## src/rtl/bus_dma_master.sv

```systemverilog
// bus_dma_master: single-channel word copy engine that is the only master on the system bus.
// It reads one 64-bit word from cur_src, then writes it to cur_dst, and repeats until
// `remaining` reaches zero. The bus registers slave select, so each read is followed by a
// RD_WAIT cycle that captures the returned data. m_req stays high for the whole copy.
module bus_dma_master (
  input  logic        clk,
  input  logic        reset_n,
  input  logic        start,
  input  logic [15:0] src_addr,
  input  logic [15:0] dst_addr,
  input  logic [15:0] length,
  output logic        busy,
  output logic        done,
  output logic        m_req,
  input  logic        m_grant,
  output logic        m_wr,
  output logic [15:0] m_addr,
  output logic [63:0] m_dout,
  input  logic [63:0] m_din
);

  typedef enum logic [2:0] {
    IDLE    = 3'd0,
    REQ     = 3'd1,
    RD      = 3'd2,
    RD_WAIT = 3'd3,
    WR      = 3'd4,
    DONE    = 3'd5
  } state_t;

  state_t      state_reg;
  logic [15:0] cur_src_reg;
  logic [15:0] cur_dst_reg;
  logic [15:0] remaining_reg;
  logic [63:0] data_reg;

  // Incremented addresses wrap naturally at 16 bits.
  logic [15:0] src_next;
  logic [15:0] dst_next;

  assign src_next = cur_src_reg + 16'd1;
  assign dst_next = cur_dst_reg + 16'd1;

  // The captured read word doubles as the write data, so m_dout only moves on entry to WR.
  assign m_dout = data_reg;

  // Copy FSM: next state and every bus/status output are registered together.
  always_ff @(posedge clk or negedge reset_n) begin
    if (!reset_n) begin
      state_reg     <= IDLE;
      cur_src_reg   <= 16'd0;
      cur_dst_reg   <= 16'd0;
      remaining_reg <= 16'd0;
      data_reg      <= 64'd0;
      busy          <= 1'b0;
      done          <= 1'b0;
      m_req         <= 1'b0;
      m_wr          <= 1'b0;
      m_addr        <= 16'd0;
    end else begin
      done <= 1'b0;
      case (state_reg)
        IDLE: begin
          if (start) begin
            cur_src_reg   <= src_addr;
            cur_dst_reg   <= dst_addr;
            remaining_reg <= length;
            busy          <= 1'b1;
            if (length == 16'd0) begin
              // Nothing to copy: finish without ever touching the bus.
              state_reg <= DONE;
              done      <= 1'b1;
            end else begin
              state_reg <= REQ;
              m_req     <= 1'b1;
              m_wr      <= 1'b0;
              m_addr    <= src_addr;
            end
          end
        end

        REQ: begin
          if (m_grant) begin
            state_reg <= RD;
          end
        end

        RD: begin
          // Address phase of the read; hold until the arbiter grants it.
          if (m_grant) begin
            state_reg <= RD_WAIT;
          end
        end

        RD_WAIT: begin
          // Data for the address driven in RD arrives now, grant or not.
          data_reg  <= m_din;
          state_reg <= WR;
          m_wr      <= 1'b1;
          m_addr    <= cur_dst_reg;
        end

        WR: begin
          if (m_grant) begin
            cur_src_reg   <= src_next;
            cur_dst_reg   <= dst_next;
            remaining_reg <= remaining_reg - 16'd1;
            if (remaining_reg == 16'd1) begin
              state_reg <= DONE;
              done      <= 1'b1;
              m_req     <= 1'b0;
              m_wr      <= 1'b0;
              m_addr    <= 16'd0;
            end else begin
              // Next word: keep m_req high so there is no request gap.
              state_reg <= RD;
              m_wr      <= 1'b0;
              m_addr    <= src_next;
            end
          end
        end

        DONE: begin
          state_reg <= IDLE;
          busy      <= 1'b0;
          m_req     <= 1'b0;
          m_wr      <= 1'b0;
          m_addr    <= 16'd0;
        end

        default: begin
          state_reg <= IDLE;
          busy      <= 1'b0;
          m_req     <= 1'b0;
          m_wr      <= 1'b0;
          m_addr    <= 16'd0;
        end
      endcase
    end
  end

endmodule

```

## config.mk

```make
export PLATFORM = sky130hd
export DESIGN_NAME = bus_dma_master
export DESIGN_NICKNAME = d
export VERILOG_FILES = /design/src/rtl/bus_dma_master.sv
export SDC_FILE = /design/constraint.sdc
export NUM_CORES = 1
export LEC_CHECK = 0
export ABC_AREA = 1
export CAP_MARGIN = 5
export CORE_MARGIN = 5
export CORE_UTILIZATION = 52
export CTS_CLUSTER_DIAMETER = 60
export DETAILED_ROUTE_END_ITERATION = 6
export HOLD_SLACK_MARGIN = 0.05
export PLACE_DENSITY = 0.95
export SYNTH_ARGS = -nofsm -noshare
export SYNTH_HDL_FRONTEND = slang
export SYNTH_SLANG_ARGS = --single-unit
```

## constraint.sdc

```tcl
create_clock -name clk -period 3.7 [get_ports clk]
set_clock_uncertainty 0.1 [all_clocks]
set_input_delay 0.74 -clock clk [delete_from_list [all_inputs] [get_ports clk]]
set_output_delay 0.74 -clock clk [all_outputs]
set_load 0.02 [all_outputs]
```

=== Word-level counts from Yosys, hierarchy flattened ===
Cells that the tools add are included.
W data, S select, Z words.

* Add/sub/neg operators: 3
* Multiplexer cells: 37
* Reductions and logical operators: 11
* Bitwise logic cells: 3
* Equality and inequality tests: 11

{| class="wikitable"
|+ Operators by type and width
! cell !! count
|-
| $mux W16 || 10
|-
| $pmux W16 S2 || 3
|-
| $pmux W16 S4 || 1
|-
| $add A16 B1 Y16 const B || 2
|-
| $mux W3 || 6
|-
| $eq A16 B1 Y1 const B || 1
|-
| $logic_not A16 Y1 || 1
|-
| $sub A16 B1 Y16 const B || 1
|-
| $pmux W3 S5 || 1
|-
| $mux W1 || 12
|-
| $ne A2 B2 Y1 const B || 6
|-
| $reduce_and A4 Y1 || 2
|-
| $eq A3 B2 Y1 const B || 2
|-
| $reduce_and A5 Y1 || 1
|-
| $pmux W1 S2 || 2
|-
| $pmux W1 S4 || 1
|-
| $reduce_or A4 Y1 || 1
|-
| $eq A3 B1 Y1 const B || 1
|-
| $eq A3 B3 Y1 const B || 1
|-
| $logic_not A3 Y1 || 1
|-
| $not A1 Y1 || 3
|-
| $pmux W1 S3 || 1
|-
| $reduce_and A3 Y1 || 1
|-
| $reduce_or A3 Y1 || 1
|-
| 3 further kinds || 3
|}

* Logic and storage cells: 75
* Register bits: 135
* Output and inout port bits: 84

=== Logic depth before layout (Yosys ltp) ===
* Depth in word-level cells: 4
* Mapped depth: 12
* Mapped depth without buffers: 11

=== Least setup slack after synthesis ===
Ideal clock, no wire load.

* Path kind: in2reg
* Start point: in length[12]
* End point: reg m_addr[0]
* Setup time: 117 ps
* Arrival: 1,544 ps
* Stages: 9
* Slack: 1,939 ps
* Path buffers: 1
* Cell sequence: nor2_1 > nand2_1 > nor2_1 > nand3_1 > nand2_4 > nor2_8 > buf_2 > nand2_1 > nand2_1

* Longest elaborated chain between the ends: 3

{| class="wikitable"
|+ Ends and longest elaborated chain
! what !! RTL line !! source
|-
| from (decl) || 11 || <nowiki>input logic [15:0] length,</nowiki>
|-
| $logic_not A16 Y1 || 69 || <nowiki>if (length == 16'd0) begin</nowiki>
|-
| $ne A2 B2 Y1 (no source line) || -- ||
|-
| $reduce_and A4 Y1 (no source line) || -- ||
|-
| to (signal assigned) || 77 || <nowiki>m_addr <= src_addr;</nowiki>
|-
| to (signal assigned) || 100 || <nowiki>m_addr <= cur_dst_reg;</nowiki>
|-
| to (signal assigned) || 118 || <nowiki>m_addr <= src_next;</nowiki>
|-
| to (decl) || 17 || <nowiki>output logic [15:0] m_addr,</nowiki>
|}

No other way between the ends.
A chain may end at the register's enable or synchronous reset.

=== Final worst setup path ===
* Start point: reg state_reg[0]
* End point: reg cur_dst_reg[12]

* Longest elaborated chain between the ends: 3

{| class="wikitable"
|+ Ends and longest elaborated chain
! what !! RTL line !! source
|-
| from (decl) || 31 || <nowiki>state_t state_reg;</nowiki>
|-
| from (signal assigned) || 50 || <nowiki>state_reg <= IDLE;</nowiki>
|-
| from (signal assigned) || 71 || <nowiki>state_reg <= DONE;</nowiki>
|-
| from (signal assigned) || 74 || <nowiki>state_reg <= REQ;</nowiki>
|-
| $eq A3 B3 Y1 / $logic_not A3 Y1 (equally long branches) || 62 || <nowiki>case (state_reg)</nowiki>
|-
| $ne A2 B2 Y1 (no source line) / $reduce_bool A2 Y1 (equally long branches) || -- ||
|-
| $reduce_and A3 Y1 (no source line) || -- ||
|-
| to (signal assigned) || 66 || <nowiki>cur_dst_reg <= dst_addr;</nowiki>
|-
| to (signal assigned) || 106 || <nowiki>cur_dst_reg <= dst_next;</nowiki>
|-
| to (decl) || 33 || <nowiki>logic [15:0] cur_dst_reg;</nowiki>
|}

Parallel ways exist; a longest one is shown, timed or not.

==> results.yml <==
outcome:
  outcome: "completed"
synth:
  synth_edf_count: 0
  ys_ff_latch: 135
  yosysWarnings: 0
  yosysTopAreaCell: "dfrtp_1"
  synth_top_area_share_pct: 47.90
  synth_area_sq_mm: 0.007053
  synth.most_common_cell: "nand2_1"
  synth.avg_cell_area_sq_um: 7.175
  synthArstFlopShare_pct: 100.0
  synth_cell_types: 31
  ys_top_cells_by_count: "442 x nand2_1, 135 x dfrtp_1, 95 x nor2_1"
  syn_inst: 983
  syn-num-nets: 1104
  yosys-top-cells-area: "dfrtp_1 48%, nand2_1 24%, o21ai_0 5.6%"
  yosysSeqAreaShare_pct: 47.90
  synth_flop_cell: "dfrtp_1"
detailed_routing:
  wl_um: 21980
  drt_iter0_drc: 731
  avgViaCountPerCell: 5.366
  vias: 7303
  drtPass1Iterations: 6
  final_antenna_net_count: 0
  wl_per_cell_um: 16.15
  drcViolationCount: 0
cells_and_area:
  drive_gt1_share_pct: 5.063
  fin_nets: 1293
  largest_register_ffs: 64
  antenna_cells: 0
  syn_to_final_growth_pct: 38.37
  fillers: 984
global_route:
  grt_overflow: 0
  grt_pass1_vias: 7214
  grt_usage_pct: 27.61
  grt_pass1_wl_um: 35480
  grt_max_degree: 79
  antenna_found_initial: 0
floorplanning:
  start_util_pct: 53.05
  rows: 42
  io_pins: 200
  core_area_sq_mm: 0.01330
  die_y_um: 126.5
  dieArea_sq_mm: 0.01599
  die_w_um: 126.5
clock_network:
  clockBufferDepth: 2
  clk_pin_slew_ns: 0.06
  htreeDepth: 4
  tritoncts: "done"
  holdBufCountCts: 0
  ctsResizeCount: 0
  cts-root-buf: "clkbuf_16"
  cts_setup_buffers: 0
  cts_made_buffers: 17
  cts.sinks: 135
  clk_latency_ns: 0.42
timing:
  final_max_slew_viol_count: 0
  final-setup-viol-count: 0
  rsz0062_at_grt: "false"
  finalCritPeriodShare_pct: 65.98
  fmax_mhz: 409.6
  post-route-min-period_ns: 2.441
  slew_headroom_pct: 47.48
  finalSetupTns_ns: 0
  worst_slew_pin_slew_ns: 0.7878
  hold_violations: 0
worst_setup_path:
  worst_ep_arrival_time_ns: 2.65
  cp_max_fo: 32
  start_kind: "flop"
  worstSetupPathType: "reg2reg"
  required_ns: 3.91
  end_kind: "flop"
pwr:
  p_total_uw: 9016
  leakagePower_uw: 0.004640
  powerDensity_mw_per_mm2: 923.8
  max-vdd-ir-drop_uv: 616.4
worst_hold_path:
  hp-class: "in2async"
placed_design:
  place.gp.congestion: 0.9488
  io_buffers: 199
  dp_hpwl_um: 15670
flow_run:
  cap_violations: 0
[layout by cell type (no fill, tap or decap)]
cell type | netlist | layout
inv_4 | 1 | 1
nor3_1 | 7 | 7
nand4_1 | 12 | 12
clkinv_4 | 0 | 1
buf_12 | 0 | 1
o21ai_1 | 2 | 2
o21ai_0 | 79 | 79
nand2_1 | 442 | 442
clkdlybuf4s50_1 | 0 | 198
clkinv_2 | 0 | 1
inv_8 | 0 | 1
nand3_2 | 0 | 1
xor2_1 | 7 | 7
dfrtp_1 | 135 | 135
clkbuf_16 | 0 | 17
a22oi_1 | 2 | 2
nor2_4 | 3 | 3
buf_6 | 1 | 1
nand2_4 | 2 | 2
nand3_1 | 47 | 46
nor2_1 | 95 | 95
inv_2 | 5 | 6
o211ai_1 | 12 | 12
buf_4 | 2 | 7
a31oi_1 | 3 | 3
a21oi_2 | 1 | 1
o22ai_1 | 7 | 7
a21oi_1 | 8 | 8
nand2_2 | 4 | 4
ha_1 | 5 | 5
bufinv_16 | 0 | 2
o21bai_1 | 1 | 1
inv_1 | 62 | 61
nand3b_1 | 2 | 2
clkinvlp_4 | 0 | 4
xnor2_1 | 1 | 1
nor2_8 | 1 | 1
inv_6 | 0 | 6
[layout make-up]
cell class | instances | area (sq um) | area share (%)
Clock buffer | 17 | 425.4 | 4.359
Multi-Input combinational cell | 743 | 3244 | 33.24
Timing Repair Buffer | 207 | 2066 | 21.17
Clock inverter | 15 | 167.7 | 1.718
Inverter | 68 | 257.7 | 2.641
Tap cell | 176 | 220.2 | 2.256
Sequential cell | 135 | 3378 | 34.62
[power breakdown]
group	switching [uW]	internal (uW)	leakage (uW)
Sequential	544	2210	0.00166
Clock	695	1010	0.000280
Combinational	2860	1700	0.00270
[layer usage]
metal,vias to the layer above,track usage (%),part of all wire [%]
met1,3420,33.62,39
met5,-,0,0
met2,336,46.98,49
li1,3493,-,-
met3,54,6.389,8.0
met4,0,12.05,3.2
[metrics by stage]
stage / setup slack [ns] / hold slack [ns] / utilization, % / cells / area [sq um]
final: 1.259 / 0.2361 / 73.40 / 1361 / 9759
after detailed placement: 1.099 / 0.3638 / 68.94 / 1329 / 9166
after global placement: 1.191 / 0.3580 / 68.94 / 1329 / 9166
after floorplan: 1.939 / 0.3444 / - / 983 / 7053
after global routing: 1.113 / 0.2927 / 73.40 / 1361 / 9759
after CTS: 1.341 / 0.2662 / 73.40 / 1361 / 9759
[critical path, cell delays in order, from the launching register on]
cell     delay (ns)
dfrtp_1        0.44
inv_2          0.08
nand2_2        0.11
nor2_4         0.45
nand2_2        0.13
nand2_4        0.11
inv_2          0.06
nand2_2        0.50
nor2_1         0.17
nand2_1        0.12
nand2_1        0.05
[logic make-up after synthesis]
family                     synth area share (%)
DFF                                       47.90
buffers and inverters                     6.173
adders and majority gates                0.8870
AOI/OAI and AO/OA                         8.923
xor gates and xnor gates                 0.9935
and+or+nand+nor                           35.12
[worst paths after layout]
path                                    from                end  slack (ns)  depth (start not counted)
worst min register to register    m_addr[11]         m_addr[11]        0.37                          2
min in group clk                  m_addr[11]         m_addr[11]        0.37                          2
max in group asynchronous            reset_n          m_addr[3]        2.50                          2
worst max-delay path            state_reg[0]    cur_dst_reg[12]        1.26                         10
worst max register to register  state_reg[0]    cur_dst_reg[12]        1.26                         10
worst min-delay path                 reset_n  remaining_reg[11]        0.24                          1
Power figures use the tool's default switching activity.
